===== src/rtl/fetch_prefetch_unit.sv =====
// Instruction-fetch stage: request/grant memory port with multiple outstanding requests,
// an in-order prefetch FIFO feeding the decode register, and redirect-driven flush.
module fetch_prefetch_unit #(
  parameter int unsigned          XLEN            = 32,
  parameter logic [XLEN-1:0]      RESET_PC        = '0,
  parameter int unsigned          FIFO_DEPTH      = 4,
  parameter int unsigned          MAX_OUTSTANDING = 2
) (
  input  logic                          clk,
  input  logic                          rst_n,
  input  logic                          redirect_i,
  input  logic [XLEN-1:0]               redirect_pc_i,
  input  logic                          stall_d_i,
  output logic                          imem_req_o,
  output logic [XLEN-1:0]               imem_addr_o,
  input  logic                          imem_gnt_i,
  input  logic                          imem_rvalid_i,
  input  logic [31:0]                   imem_rdata_i,
  output logic [31:0]                   instr_d_o,
  output logic [XLEN-1:0]               pc_d_o,
  output logic [XLEN-1:0]               pc_plus4_d_o,
  output logic                          valid_d_o,
  output logic [$clog2(FIFO_DEPTH):0]   fifo_count_o
);

  localparam int unsigned AW = $clog2(FIFO_DEPTH);
  localparam int unsigned CW = AW + 1;
  localparam int unsigned OW = $clog2(MAX_OUTSTANDING + 1);
  localparam int unsigned TW = (MAX_OUTSTANDING > 1) ? $clog2(MAX_OUTSTANDING) : 1;

  logic [XLEN-1:0] fetch_pc_q, fetch_pc_d;
  logic [OW-1:0]   outst_q, outst_d;
  logic [OW-1:0]   discard_q, discard_d;

  logic [XLEN-1:0] tag_q [MAX_OUTSTANDING];
  logic [TW-1:0]   tag_rd_q, tag_rd_d, tag_wr_q, tag_wr_d;

  logic [31:0]     fifo_instr_q [FIFO_DEPTH];
  logic [XLEN-1:0] fifo_pc_q    [FIFO_DEPTH];
  logic [AW:0]     fifo_rd_q, fifo_rd_d, fifo_wr_q, fifo_wr_d;
  logic [AW:0]     fifo_cnt;
  logic [CW:0]     occupancy;

  logic gnt_acc, rsp_acc, rsp_keep, fifo_pop;
  logic [XLEN-1:0] tag_head;

  function automatic logic [TW-1:0] tag_inc(input logic [TW-1:0] p);
    if (p == TW'(MAX_OUTSTANDING - 1)) return '0;
    return p + TW'(1);
  endfunction

  // Credit: queued plus in-flight instructions never exceed FIFO capacity.
  always_comb begin
    fifo_cnt   = fifo_wr_q - fifo_rd_q;
    occupancy  = {1'b0, fifo_cnt} + (CW + 1)'(outst_q);
    imem_req_o = rst_n & ~redirect_i & (outst_q < OW'(MAX_OUTSTANDING)) &
                 (occupancy < (CW + 1)'(FIFO_DEPTH));
    imem_addr_o  = fetch_pc_q;
    fifo_count_o = fifo_cnt;
    gnt_acc  = imem_req_o & imem_gnt_i;
    // A response with nothing outstanding is a protocol error and is ignored.
    rsp_acc  = imem_rvalid_i & (outst_q != '0);
    rsp_keep = rsp_acc & ~redirect_i & (discard_q == '0);
    fifo_pop = ~redirect_i & ~stall_d_i & (fifo_cnt != '0);
    tag_head = tag_q[tag_rd_q];
  end

  always_comb begin
    outst_d  = outst_q + OW'(gnt_acc) - OW'(rsp_acc);
    tag_rd_d = rsp_acc ? tag_inc(tag_rd_q) : tag_rd_q;
    tag_wr_d = gnt_acc ? tag_inc(tag_wr_q) : tag_wr_q;
    if (redirect_i) begin
      fetch_pc_d = {redirect_pc_i[XLEN-1:2], 2'b00};
      discard_d  = outst_q - OW'(rsp_acc);
      fifo_rd_d  = '0;
      fifo_wr_d  = '0;
    end else begin
      fetch_pc_d = gnt_acc ? fetch_pc_q + XLEN'(4) : fetch_pc_q;
      discard_d  = (rsp_acc && discard_q != '0) ? discard_q - OW'(1) : discard_q;
      fifo_rd_d  = fifo_rd_q + (AW + 1)'(fifo_pop);
      fifo_wr_d  = fifo_wr_q + (AW + 1)'(rsp_keep);
    end
  end

  always_ff @(posedge clk or negedge rst_n) begin
    if (!rst_n) begin
      fetch_pc_q <= RESET_PC;
      outst_q    <= '0;
      discard_q  <= '0;
      tag_rd_q   <= '0;
      tag_wr_q   <= '0;
      fifo_rd_q  <= '0;
      fifo_wr_q  <= '0;
    end else begin
      fetch_pc_q <= fetch_pc_d;
      outst_q    <= outst_d;
      discard_q  <= discard_d;
      tag_rd_q   <= tag_rd_d;
      tag_wr_q   <= tag_wr_d;
      fifo_rd_q  <= fifo_rd_d;
      fifo_wr_q  <= fifo_wr_d;
    end
  end

  // Storage arrays carry no reset; validity is tracked by the pointers.
  always_ff @(posedge clk) begin
    if (gnt_acc) tag_q[tag_wr_q] <= fetch_pc_q;
    if (rsp_keep) begin
      fifo_instr_q[fifo_wr_q[AW-1:0]] <= imem_rdata_i;
      fifo_pc_q[fifo_wr_q[AW-1:0]]    <= tag_head;
    end
  end

  always_ff @(posedge clk or negedge rst_n) begin
    if (!rst_n) begin
      valid_d_o    <= 1'b0;
      instr_d_o    <= '0;
      pc_d_o       <= '0;
      pc_plus4_d_o <= '0;
    end else if (redirect_i) begin
      valid_d_o <= 1'b0;
      instr_d_o <= '0;
    end else if (!stall_d_i) begin
      if (fifo_pop) begin
        valid_d_o    <= 1'b1;
        instr_d_o    <= fifo_instr_q[fifo_rd_q[AW-1:0]];
        pc_d_o       <= fifo_pc_q[fifo_rd_q[AW-1:0]];
        pc_plus4_d_o <= fifo_pc_q[fifo_rd_q[AW-1:0]] + XLEN'(4);
      end else begin
        valid_d_o <= 1'b0;
        instr_d_o <= '0;
      end
    end
  end

endmodule


===== config.mk =====
export PLATFORM = sky130hd
export DESIGN_NAME = fetch_prefetch_unit
export DESIGN_NICKNAME = d
export VERILOG_FILES = /design/src/rtl/fetch_prefetch_unit.sv
export SDC_FILE = /design/constraint.sdc
export NUM_CORES = 1
export LEC_CHECK = 0
export ABC_CLOCK_PERIOD_IN_PS = 6640
export CAP_MARGIN = 10
export CORE_ASPECT_RATIO = 0.9
export CORE_UTILIZATION = 56
export DETAILED_ROUTE_END_ITERATION = 10
export PLACE_DENSITY = 0.87
export SETUP_SLACK_MARGIN = 0.05
export SYNTH_ARGS = -nofsm -noshare
export SYNTH_HDL_FRONTEND = slang
export SYNTH_SLANG_ARGS = --single-unit

===== constraint.sdc =====
create_clock -name clk -period 6.64 [get_ports clk]
set_input_delay 1.328 -clock clk [delete_from_list [all_inputs] [get_ports clk]]
set_output_delay 1.328 -clock clk [all_outputs]
set_load 0.03 [all_outputs]

* Word level (Yosys, flattened, before mapping)
Memory sizes are Yosys's and may differ from the RTL's. Cells that the tools add are included.
Storage, ports and cells: register bits 141, bits in writable memories 320, input bits 70, output and inout bits 133, logic and storage cells 70, memories kept 3
Memories:
- fifo_instr_q | depth 4, bits a word 32, read ports 1, clocked after memory_dff 0, write ports 1, line 38 | logic [31:0] fifo_instr_q [FIFO_DEPTH];
- fifo_pc_q | depth 4, bits a word 32, read ports 1, clocked after memory_dff 0, write ports 1, line 39 | logic [XLEN-1:0] fifo_pc_q [FIFO_DEPTH];
- tag_q | depth 2, bits a word 32, read ports 1, clocked after memory_dff 0, write ports 1, line 35 | logic [XLEN-1:0] tag_q [MAX_OUTSTANDING];
Operators by class: add/subtract/negate cells 12, order comparisons 2, eq/ne operators 1, multiplexer cells 22, bitwise gates (word level) 11, reduce and logical (&&, ||, !) cells 8
Operator list (number):
- $mux W32 | 5
- $add A32 B3 Y32 const B | 2
- $mux W1 | 13
- $and A1 B1 Y1 | 9
- $reduce_bool A2 Y1 | 4
- $add A3 B1 Y3 | 2
- $mux W3 | 2
- $add A3 B2 Y4 | 1
- $lt A4 B3 Y1 const B | 1
- $mux W2 | 2
- $sub A2 B1 Y2 | 2
- $reduce_and A3 Y1 | 1
- $reduce_bool A3 Y1 | 1
- $sub A3 B3 Y3 | 1
- $add A1 B1 Y1 const B | 2
- $add A2 B1 Y2 | 1
- $logic_not A2 Y1 | 1
- $lt A2 B2 Y1 const B | 1
- $ne A2 B2 Y1 const B | 1
- $not A1 Y1 | 2
- $sub A2 B1 Y2 const B | 1
- $logic_and A1 B1 Y1 | 1

* Logic depth before layout (Yosys ltp)
Gate-level depths: netlist of run 1.
depth after elaboration 7, depth in mapped cells 16, mapped depth without buffers 13

* Worst setup path after synthesis of run 1
Ideal clock, no wire load.
path type input-to-reg, start point input redirect_i, end point memory fifo_instr_q[0][0], enable pin, setup time 571 ps, arrival time 6416 ps, data required time 6069 ps, setup slack -347 ps, stages on the path 4, path buffers 1, cells stage by stage clkbuf_1 > inv_1 > and3_1 > nor3b_1
On the way: word-level cells in the longest chain between the ends 5
Ends and longest elaborated chain:
- from (decl) | line 11 | input logic redirect_i,
- $not A1 Y1 (no source line)
- $and A1 B1 Y1 (2 in a row) | line 63 | rsp_keep = rsp_acc & ~redirect_i & (discard_q == '0);
- $mux W1 | line 108 | if (rsp_keep) begin
- $mux W1 (not written as such) | line 109 | fifo_instr_q[fifo_wr_q[AW-1:0]] <= imem_rdata_i;
- to (decl) | line 38
Every way passes these cells.

* Worst setup path in the final report of run 1
start point register fifo_rd_q[0], end point output imem_req_o
On the way: word-level cells in the longest chain between the ends 4
Ends and longest elaborated chain:
- from (decl) | line 40 | logic [AW:0] fifo_rd_q, fifo_rd_d, fifo_wr_q, fifo_wr_d;
- from (signal assigned) | line 100 | fifo_rd_q <= fifo_rd_d;
- $sub A3 B3 Y3 | line 54 | fifo_cnt = fifo_wr_q - fifo_rd_q;
- $add A3 B2 Y4 | line 55 | occupancy = {1'b0, fifo_cnt} + (CW + 1)'(outst_q);
- $lt A4 B3 Y1 | line 57 | (occupancy < (CW + 1)'(FIFO_DEPTH));
- $and A1 B1 Y1 | line 56 | imem_req_o = rst_n & ~redirect_i & (outst_q < OW'(MAX_OUTSTANDING)) &
- to (decl) | line 14 | output logic imem_req_o,
Every way passes these cells.

==> results by group, run 1 <==
Min path
  • Min-delay worst type: flip-flop to flip-flop
  • Capture endpoint of the worst hold path: pc_d_o[12]
  • Hold-critical path depth: 2
  • Startpoint of the lowest-slack hold path: pc_d_o[12]

Finish
  • Non-Filler Instances: 1,742
  • Post-Route Utilization: 69.2%
  • Growth of design area from synthesis to finish: 20.9%
  • Nets@finish: 1,383
  • Layout cells sized above 1: 14.2%
  • Count of inserted antenna diode cells: 0

Worst setup path
  • Kind of critical path: flip-flop to primary output
  • Worst reg2reg setup slack: 2.43 ns
  • Cell repeated most along the worst path: sky130_fd_sc_hd__ha_1
  • Capture instance of the worst register-to-register path: outst_q[1]
  • Data required time of the critical path: 5.31 ns
  • FF-to-FF path depth: 13
  • Slowest stage cell on the critical path: sky130_fd_sc_hd__clkdlybuf4s50_1
  • Series of cell instances along the critical path: ha_1 -> inv_1 -> fa_1 -> ha_1 -> or4b_1 -> nor3_1 -> clkdlybuf4s50_1
  • Critical Path Fanout Max: 16
  • Worst Path Arrival: 3.53 ns
  • Type of element launching the critical path: flip-flop
  • Reg-to-reg startpoint: fifo_rd_q[0]
  • Critical Path Start: fifo_rd_q[0]
  • Peak per-stage delay on the critical path: 0.69 ns
  • Worst Setup End Kind: primary output

CTS
  • Post-CTS Hold Fix Bufs: 0
  • Quantity of gates resized following cts: 0
  • Post-CTS setup-driven buffer insertion count: 0
  • CTS HTree Levels: 2
  • Clock latency at the later pin of the worst-skew pair: 0.53 ns
  • Clock tree root driver cell: sky130_fd_sc_hd__clkbuf_16
  • TritonCTS clock tree: done
  • TritonCTS Buffers: 43
  • Clock Tree Buf Depth: 3
  • Clock slew seen by the registers of the worst setup and hold paths: 0.06 ns
  • # clock sinks: 443

Synthesis
  • Number of enable-type register cells in the synthesized netlist: 308
  • Post-Synthesis Mean Instance Area: 16.1 sq um
  • Number of warnings issued by yosys: 0
  • Share of flip-flops with an asynchronous set or reset: 30.5%
  • Count of distinct cell types in the synthesized netlist: 67
  • Top flip-flop cell by instance count after synthesis: sky130_fd_sc_hd__edfxtp_1
  • Cells after synthesis: 1,102
  • Sequential area share after synthesis: 71.0%
  • Syn Std Cell Area: 17,800 sq um
  • Yosys reg bits: 443

Timing
  • Tcrit/Tclk final: 73.2%
  • Worst relative slew slack: 25.0%
  • Setup TNS: 0 ns
  • Final number of setup-violating endpoints: 0
  • Slew at the pin closest to its max-slew limit: 1.12 ns
  • Maximum clock frequency: 206 MHz
  • Total count of max-transition violations in the final report: 0
  • Number of failing hold endpoints at the final stage: 0
  • RSZ-0062 raised after global routing: false
  • Crit path time final: 4.86 ns
  • Setup skew after layout: 0.0203 ns

Drt
  • Via count: 10,488
  • Routed wire length: 37,900 um
  • First-pass detailed-route iteration total: 7
  • DRT iter0 DRCs: 939
  • Post-detailed-route wirelength per cell: 21.7 um
  • Remaining design rule violation count: 0
  • Post-route ant nets: 0
  • Number of vias per cell: 6.02

Outcome
  • Run status: finished, final reports clean

Floorplan
  • Initial core utilization: 57.2%
  • Height of the chip: 171 um
  • Die Wd: 190 um
  • Number of I/O pins: 203
  • Die area: 32,500 sq um
  • Core area: 31,100 sq um
  • Number of core rows: 61

Place
  • Global placer's final weighted congestion: 0.833
  • DP Wirelength: 23,100 um
  • Count of input and output buffers: 194
  • Cell total after placement: 1,664

Global route
  • Global-route wire length before repair: 58,500 um
  • Vias in the first global route: 10,312
  • Initial antenna violation count: 0
  • Overflow after GRT: 0
  • GRT Util Overall: 23.5%
  • Maximum number of pins on one net before global-route repair: 69

Power and ir drop
  • Cell area power density: 356 nW/um^2
  • Maximum resistive drop on vdd: 0.327 mV
  • Total power draw: 7660 uW
  • Reported leakage power: 0.00770 uW

Job
  • Max-cap viol count: 0
==> area by class of cell <==
cell class,instances,area (sq um)
timing repair buffer,209,2050
clock inverter,28,268
inverter,20,75.1
fill,1971,9570
multi-input combinational,583,4810
clock buffer,50,1150
tap,409,512
sequential,443,12600
==> synthesized netlist by cell type (all sizes together), types with 3 or more instances <==
cell type | instances | share of area [%]
a211o | 4 | 0.20
a21o | 5 | 0.21
a21oi | 8 | 0.23
a221o | 3 | 0.17
a22o | 32 | 1.6
a22oi | 4 | 0.17
a31oi | 18 | 0.63
and2 | 11 | 0.39
and3 | 10 | 0.35
and4 | 3 | 0.15
buf | 27 | 1.1
clkbuf | 34 | 0.72
dfrtp | 135 | 19
edfxtp | 308 | 52
ha | 12 | 0.84
inv | 19 | 0.40
mux2 | 30 | 1.9
mux4 | 62 | 8.0
nand2 | 138 | 2.9
nand3 | 29 | 0.89
nand3b | 3 | 0.13
nand4 | 11 | 0.51
nor2 | 34 | 0.72
nor2b | 6 | 0.21
nor3 | 8 | 0.25
nor3b | 3 | 0.13
nor4 | 7 | 0.25
nor4b | 6 | 0.38
o21ai | 38 | 1.1
o311ai | 9 | 0.44
o31ai | 14 | 0.59
or3 | 9 | 0.39
or4 | 17 | 0.74
xnor2 | 14 | 0.69
xor2 | 12 | 0.59
==> where the power goes <==
group / internal (uW) / switching, uW / total [uW]
clock: 1440 / 992 / 2430
combinational: 710 / 1000 / 1710
sequential: 3310 / 203 / 3520
total: 5460 / 2200 / 7660
==> sequential cells by signal, indices dropped and copies added (netlist names) <==
name          cells
discard_q         2
fifo_instr_q    128
fifo_pc_q       120
fifo_rd_q         3
fifo_wr_q         3
imem_addr_o      30
instr_d_o        32
outst_q           2
pc_d_o           30
pc_plus4_d_o     30
tag_q            60
tag_rd_q          1
tag_wr_q          1
valid_d_o         1
==> kinds of logic after synthesis <==
group,Yosys count,synth area share (%)
flops,443,71.0
simple gates,303,8.76
other cells,1,0.0211
fa+ha+maj,13,0.957
xor+xnor,27,1.41
buf+inv,81,2.25
mux,93,10.0
compound gates,141,5.57
==> worst max path at each step <==
| stage | depth (start not counted) | endpoint | slack (ns) |
|---|---|---|---|
| final | 7 | imem_req_o | 1.78 |
| after global routing | 7 | imem_req_o | 1.61 |
| after CTS | 7 | imem_req_o | 1.73 |
| after detailed placement | 4 | imem_req_o | 2.01 |
| after global placement | 4 | imem_req_o | 2.04 |
| after floorplan | 12 | tag_q[0][10] | 1.55 |
==> layer usage <==
layer	global-route usage (%)	part of all wire [%]	vias up
met5	0	0	-
met4	6.80	2.3	0
met3	3.12	6.7	60
met2	37.1	48	518
met1	34.8	43	5275
li1	-	-	4635
==> metrics by stage <==
| step | worst slack, ns | instance area [sq um] | hold slack (ns) |
|---|---|---|---|
| after floorplan | 1.55 | 17800 | 0.460 |
| after global placement | 2.04 | 20100 | 0.458 |
| after detailed placement | 2.01 | 20100 | 0.467 |
| final | 1.78 | 21500 | 0.472 |
| after CTS | 1.73 | 21500 | 0.481 |
| after global routing | 1.61 | 21500 | 0.508 |
==> worst max-delay path, delay by kind of cell, from the launching register on <==
| kind | cells | cell delay (ns) |
|---|---|---|
| and+or+nand+nor | 2 | 0.71 |
| buffers and inverters | 2 | 0.76 |
| DFF | 1 | 0.62 |
| adders and majority gates | 3 | 0.93 |
==> layout by cell type, fill, tap and decap left out, types with 5 or more instances in the layout <==
cell                              count
sky130_fd_sc_hd__nand4_1              9
sky130_fd_sc_hd__mux4_2              53
sky130_fd_sc_hd__nand2_1            138
sky130_fd_sc_hd__clkdlybuf4s50_1    192
sky130_fd_sc_hd__bufinv_16            5
sky130_fd_sc_hd__a21o_1               5
sky130_fd_sc_hd__and2_1              10
sky130_fd_sc_hd__nor4b_1              5
sky130_fd_sc_hd__a21oi_1              8
sky130_fd_sc_hd__o21ai_0             37
sky130_fd_sc_hd__nor2b_1              5
sky130_fd_sc_hd__a31oi_1             18
sky130_fd_sc_hd__xor2_1              12
sky130_fd_sc_hd__o31ai_1             14
sky130_fd_sc_hd__mux2_2              30
sky130_fd_sc_hd__buf_4               15
sky130_fd_sc_hd__mux4_1               9
sky130_fd_sc_hd__clkbuf_16           45
sky130_fd_sc_hd__clkinv_1            10
sky130_fd_sc_hd__or4_1               16
sky130_fd_sc_hd__and3_1               8
sky130_fd_sc_hd__dfrtp_1            133
sky130_fd_sc_hd__nor2_1              32
sky130_fd_sc_hd__a22o_1              32
sky130_fd_sc_hd__edfxtp_1           308
sky130_fd_sc_hd__conb_1               6
sky130_fd_sc_hd__ha_1                12
sky130_fd_sc_hd__nor4_1               7
sky130_fd_sc_hd__inv_1               19
sky130_fd_sc_hd__clkinv_2             6
sky130_fd_sc_hd__xnor2_1             14
sky130_fd_sc_hd__nand3_1             28
sky130_fd_sc_hd__o311ai_0             9
sky130_fd_sc_hd__nor3_1               7
Power figures use the tool's default switching activity.
==> inputs of run 2 (changes only) <==
ABC_CLOCK_PERIOD_IN_PS = 4920   (was 6640)
clock period = 4.92 ns   (was 6.64 ns; I/O delays follow)
==> results by group, run 2 (synthesis results as in run 1) <==
Outcome
  • Run status: finished, final reports clean

Worst setup path
  • Series of cell instances along the critical path: inv_1 -> ha_1 -> inv_1 -> fa_1 -> ha_1 -> or4b_1 -> nor3_1 -> clkdlybuf4s50_1
  • Worst reg2reg setup slack: 0.82 ns
  • Critical Path Fanout Max: 5
  • Type of element launching the critical path: flip-flop
  • Worst Path Arrival: 3.49 ns
  • Worst Setup End Kind: primary output
  • Data required time of the critical path: 3.94 ns
  • Slowest stage cell on the critical path: sky130_fd_sc_hd__clkdlybuf4s50_1
  • Kind of critical path: flip-flop to primary output
  • Peak per-stage delay on the critical path: 0.71 ns

Finish
  • Count of inserted antenna diode cells: 0
  • Nets@finish: 1,387
  • Flip-flop and latch area: 12,600 sq um
  • Layout cells sized above 1: 14.6%
  • Fill cells: 1,953
  • Commonest cells after routing, fill and taps aside: sky130_fd_sc_hd__edfxtp_1 (308), sky130_fd_sc_hd__clkdlybuf4s50_1 (192), sky130_fd_sc_hd__nand2_1 (138), sky130_fd_sc_hd__dfrtp_1 (133), sky130_fd_sc_hd__mux4_2 (53)
  • Number of flip-flops under the largest register name: 128
  • Growth of design area from synthesis to finish: 21.3%
  • Commonest non-fill, non-tap cell in the layout: sky130_fd_sc_hd__edfxtp_1
  • Multi-input gate area in the final layout: 4810 sq um

Drt
  • Post-route ant nets: 0
  • DRT iter0 DRCs: 953
  • First-pass detailed-route iteration total: 5
  • Post-detailed-route wirelength per cell: 21.9 um
  • Via count: 10,481
  • Number of vias per cell: 6.00
  • Remaining design rule violation count: 0
  • Routed wire length: 38,200 um

Global route
  • Initial antenna violation count: 0
  • Overflow after GRT: 0
  • Global-route wire length before repair: 59,400 um
  • Vias in the first global route: 10,398
  • Maximum number of pins on one net before global-route repair: 70
  • GRT Util Overall: 23.9%

CTS
  • Clock tree root driver cell: sky130_fd_sc_hd__clkbuf_16
  • Clock Tree Buf Depth: 3
  • Quantity of gates resized following cts: 0
  • Post-CTS setup-driven buffer insertion count: 0
  • TritonCTS clock tree: done
  • CTS HTree Levels: 2
  • Clock latency at the later pin of the worst-skew pair: 0.54 ns
  • Clock slew seen by the registers of the worst setup and hold paths: 0.06 ns
  • Post-CTS Hold Fix Bufs: 0
  • # clock sinks: 443
  • TritonCTS Buffers: 43

Floorplan
  • Height of the chip: 171 um
  • Number of core rows: 61
  • Number of I/O pins: 203
  • Core area: 31,100 sq um
  • Die Wd: 190 um
  • Initial core utilization: 57.2%
  • Die area: 32,500 sq um

Power and ir drop
  • Reported leakage power: 0.00774 uW
  • Cell area power density: 478 nW/um^2
  • Total power draw: 10,300 uW
  • Maximum resistive drop on vdd: 0.457 mV

Timing
  • Final number of setup-violating endpoints: 0
  • Crit path time final: 4.47 ns
  • Maximum clock frequency: 224 MHz
  • RSZ-0062 raised after global routing: false
  • Slew at the pin closest to its max-slew limit: 0.982 ns
  • Worst relative slew slack: 33.9%
  • Setup TNS: 0 ns
  • Setup skew after layout: 0.0252 ns
  • Number of failing hold endpoints at the final stage: 0
  • Total count of max-transition violations in the final report: 0
  • Tcrit/Tclk final: 90.8%

Job
  • Max-cap viol count: 0

Place
  • Count of input and output buffers: 194
  • Global placer's final weighted congestion: 0.864
  • DP Wirelength: 23,500 um

Min path
  • Min-delay worst type: primary input to asynchronous set/reset pin
==> run 2: per-layer routing <==
metal	global-route usage [%]	vias to the layer above	share of wire, %
met3	3.22	51	6.5
met2	37.6	483	48
met4	6.00	0	1.6
met1	35.7	5291	43
li1	-	4656	-
met5	0	-	0
==> run 2: worst paths after layout <==
path | startpoint | to | cells after the start
worst max-delay path | fifo_wr_q[0] | imem_req_o | 8
worst min register to register | pc_d_o[10] | pc_d_o[10] | 2
max in group asynchronous | rst_n | pc_plus4_d_o[5] | 3
worst min-delay path | rst_n | imem_addr_o[5] | 1
worst max register to register | fifo_wr_q[0] | imem_addr_o[9] | 12
min in group clk | pc_d_o[10] | pc_d_o[10] | 2
==> run 2: layout make-up <==
type | instances | share of cell area (%)
inverter | 20 | 0.348
clock buffer | 56 | 5.54
clock inverter | 24 | 0.975
tap | 409 | 2.37
sequential | 443 | 58.6
multi-input combinational | 583 | 22.3
timing repair buffer | 213 | 9.88
==> run 2: worst max-delay path, delay by kind of cell, from the launching register on <==
family	cells	cell delay [ns]
AND/OR/NAND/NOR	2	0.73
adder cells (fa/ha/maj)	3	0.89
buffers and inverters	3	0.88
flip-flops	1	0.45
==> run 2: power by group <==
group          internal [uW]  switching (uW)
clock                   1880            1370
combinational            965            1360
sequential              4470             267
total                   7320            2990
==> run 2: stage by stage <==
stage	setup WS (ns)	util (%)	hold WS (ns)	instances	cell area, sq um
detailed placement	0.928	64.9	0.463	1668	20200
CTS	0.432	69.4	0.253	1748	21600
global route	0.319	69.4	0.266	1748	21600
floorplan	0.211	-	0.478	1107	17800
finish	0.451	69.4	0.263	1748	21600
global placement	1.00	64.9	0.457	1668	20200
==> inputs of run 3 (changes only) <==
CAP_MARGIN = 20   (was 10)
CELL_PAD_IN_SITES_DETAIL_PLACEMENT = 0   (was default)
CELL_PAD_IN_SITES_GLOBAL_PLACEMENT = 2   (was default)
CORE_UTILIZATION = 41   (was 56)
==> results by group, run 3 (synthesis results as in run 1) <==
Outcome
  • Run status: finished, final reports clean

CTS
  • TritonCTS Buffers: 47
  • Quantity of gates resized following cts: 0
  • Post-CTS Hold Fix Bufs: 0
  • Post-CTS setup-driven buffer insertion count: 0
  • Clock slew seen by the registers of the worst setup and hold paths: 0.06 ns
  • # clock sinks: 443
  • Clock Tree Buf Depth: 3
  • TritonCTS clock tree: done
  • CTS HTree Levels: 2
  • Clock tree root driver cell: sky130_fd_sc_hd__clkbuf_16
  • Clock latency at the later pin of the worst-skew pair: 0.57 ns

Global route
  • GRT met3 Usage: 2.91%
  • Vias in the first global route: 10,130
  • Maximum number of pins on one net before global-route repair: 67
  • GRT Util Overall: 17.4%
  • Met1 track demand over resource: 25.0%
  • Global routing usage on met2: 27.0%
  • Global-route wire length before repair: 58,900 um
  • Initial antenna violation count: 0
  • Overflow after GRT: 0
  • Highest-utilization routing layer at the global route stage: met2

Power and ir drop
  • Maximum resistive drop on vdd: 0.244 mV
  • Reported leakage power: 0.00782 uW
  • Internal power consumption: 7660 uW
  • Power dissipated by switching net loads: 3050 uW
  • Register share of total power: 44.2%
  • Clock share of power: 34.0%
  • Cell area power density: 488 nW/um^2
  • Gate power share: 21.8%
  • Net switching share of the total power: 28.5%

Finish
  • Number of flip-flops under the largest register name: 128
  • Count of inserted antenna diode cells: 0
  • Nets@finish: 1,393
  • Post-Route Utilization: 51.9%
  • Non-Filler Instances: 1,894
  • Commonest non-fill, non-tap cell in the layout: sky130_fd_sc_hd__edfxtp_1
  • Flip-flop and latch area: 12,600 sq um
  • Layout cells sized above 1: 14.8%
  • Multi-input gate area in the final layout: 4810 sq um
  • Growth of design area from synthesis to finish: 23.4%
  • Fill cells: 3,499
  • Commonest cells after routing, fill and taps aside: sky130_fd_sc_hd__edfxtp_1 (308), sky130_fd_sc_hd__clkdlybuf4s50_1 (192), sky130_fd_sc_hd__nand2_1 (138), sky130_fd_sc_hd__dfrtp_1 (133), sky130_fd_sc_hd__mux4_2 (53)

Worst setup path
  • Kind of critical path: flip-flop to primary output
  • Critical Path Fanout Max: 5
  • Worst Path Arrival: 3.40 ns
  • Worst Setup End Kind: primary output
  • Data required time of the critical path: 3.94 ns
  • Type of element launching the critical path: flip-flop

Drt
  • Remaining design rule violation count: 0
  • Post-detailed-route wirelength per cell: 20.2 um
  • Via count: 10,121
  • Post-route ant nets: 0
  • First-pass detailed-route iteration total: 5
  • Number of vias per cell: 5.34
  • DRT iter0 DRCs: 690
  • Routed wire length: 38,300 um

Timing
  • Total count of max-transition violations in the final report: 0
  • Setup TNS: 0 ns
  • Worst relative slew slack: 36.6%
  • Maximum clock frequency: 228 MHz
  • Final number of setup-violating endpoints: 0
  • RSZ-0062 raised after global routing: false
  • Tcrit/Tclk final: 89.1%
  • Final critical-path setup slack: 0.538 ns
  • Slew at the pin closest to its max-slew limit: 0.948 ns
  • Setup skew after layout: 0.0189 ns
  • Number of failing hold endpoints at the final stage: 0
  • Worst hold slack across all endpoints: 0.269 ns
  • Crit path time final: 4.38 ns

Floorplan
  • Height of the chip: 200 um
  • Core area: 42,300 sq um
  • Number of I/O pins: 203
  • Initial core utilization: 42.0%
  • Die area: 44,200 sq um
  • Die Wd: 221 um
  • Number of core rows: 71

Job
  • Max-cap viol count: 0

Place
  • Cell total after placement: 1,808
  • DP Wirelength: 24,000 um
  • Count of input and output buffers: 194
  • Worst slack at placement: 1.12 ns
  • Global placer's final weighted congestion: 0.745

Min path
  • Min-delay worst type: primary input to asynchronous set/reset pin
==> run 3: layer usage <==
metal  wire, um  up-vias  share of wire, %
li1           -     4698                 -
met1      18100     5088                47
met2      17400      278                46
met3       1960       57               5.1
met4        782        0               2.0
met5          0        -                 0
==> run 3: critical path, stage by stage, from the launching register on <==
cell and delay [ns]:
sky130_fd_sc_hd__dfrtp_1 0.44, sky130_fd_sc_hd__inv_1 0.08, sky130_fd_sc_hd__ha_1 0.18, sky130_fd_sc_hd__inv_1 0.06, sky130_fd_sc_hd__fa_1 0.47, sky130_fd_sc_hd__ha_1 0.21, sky130_fd_sc_hd__or4b_1 0.53, sky130_fd_sc_hd__nor3_1 0.17
sky130_fd_sc_hd__clkdlybuf4s50_1 0.70
==> run 3: worst paths after layout <==
path	startpoint	endpoint	slack, ns	cells past startpoint
max	fifo_wr_q[0]	imem_req_o	0.54	8
min	rst_n	instr_d_o[25]	0.27	1
max reg2reg	fifo_wr_q[0]	outst_q[1]	1.23	13
min reg2reg	pc_d_o[26]	pc_d_o[26]	0.48	2
max in group asynchronous	rst_n	pc_d_o[4]	3.51	2
min in group clk	pc_d_o[26]	pc_d_o[26]	0.48	2
==> run 3: metrics by stage <==
| stage | area, sq um | total power (uW) |
|---|---|---|
| 6_report | 21900 | 10700 |
| 5_1_grt | 21900 | 11100 |
| 4_1_cts | 21900 | 10800 |
| 3_5_place_dp | 20300 | 7170 |
| 3_3_place_gp | 20300 | 7120 |
| 2_1_floorplan | 17800 | 6160 |
==> run 3: cell type report <==
type / count / area share, %
Inverter: 20 / 0.342
Tap cell: 547 / 3.12
Clock buffer: 61 / 5.69
Sequential cell: 443 / 57.6
Timing Repair Buffer: 215 / 9.78
Multi-Input combinational cell: 583 / 21.9
Clock inverter: 25 / 1.60
==> run 3: power by group through the flow <==
stage | Clock, uW | Combinational [uW] | Sequential [uW]
global route | 3860 | 2500 | 4780
CTS | 3720 | 2360 | 4740
detailed placement | 0 | 2350 | 4820
global placement | 0 | 2310 | 4810
finish | 3640 | 2330 | 4740
floorplan | 0 | 885 | 5280
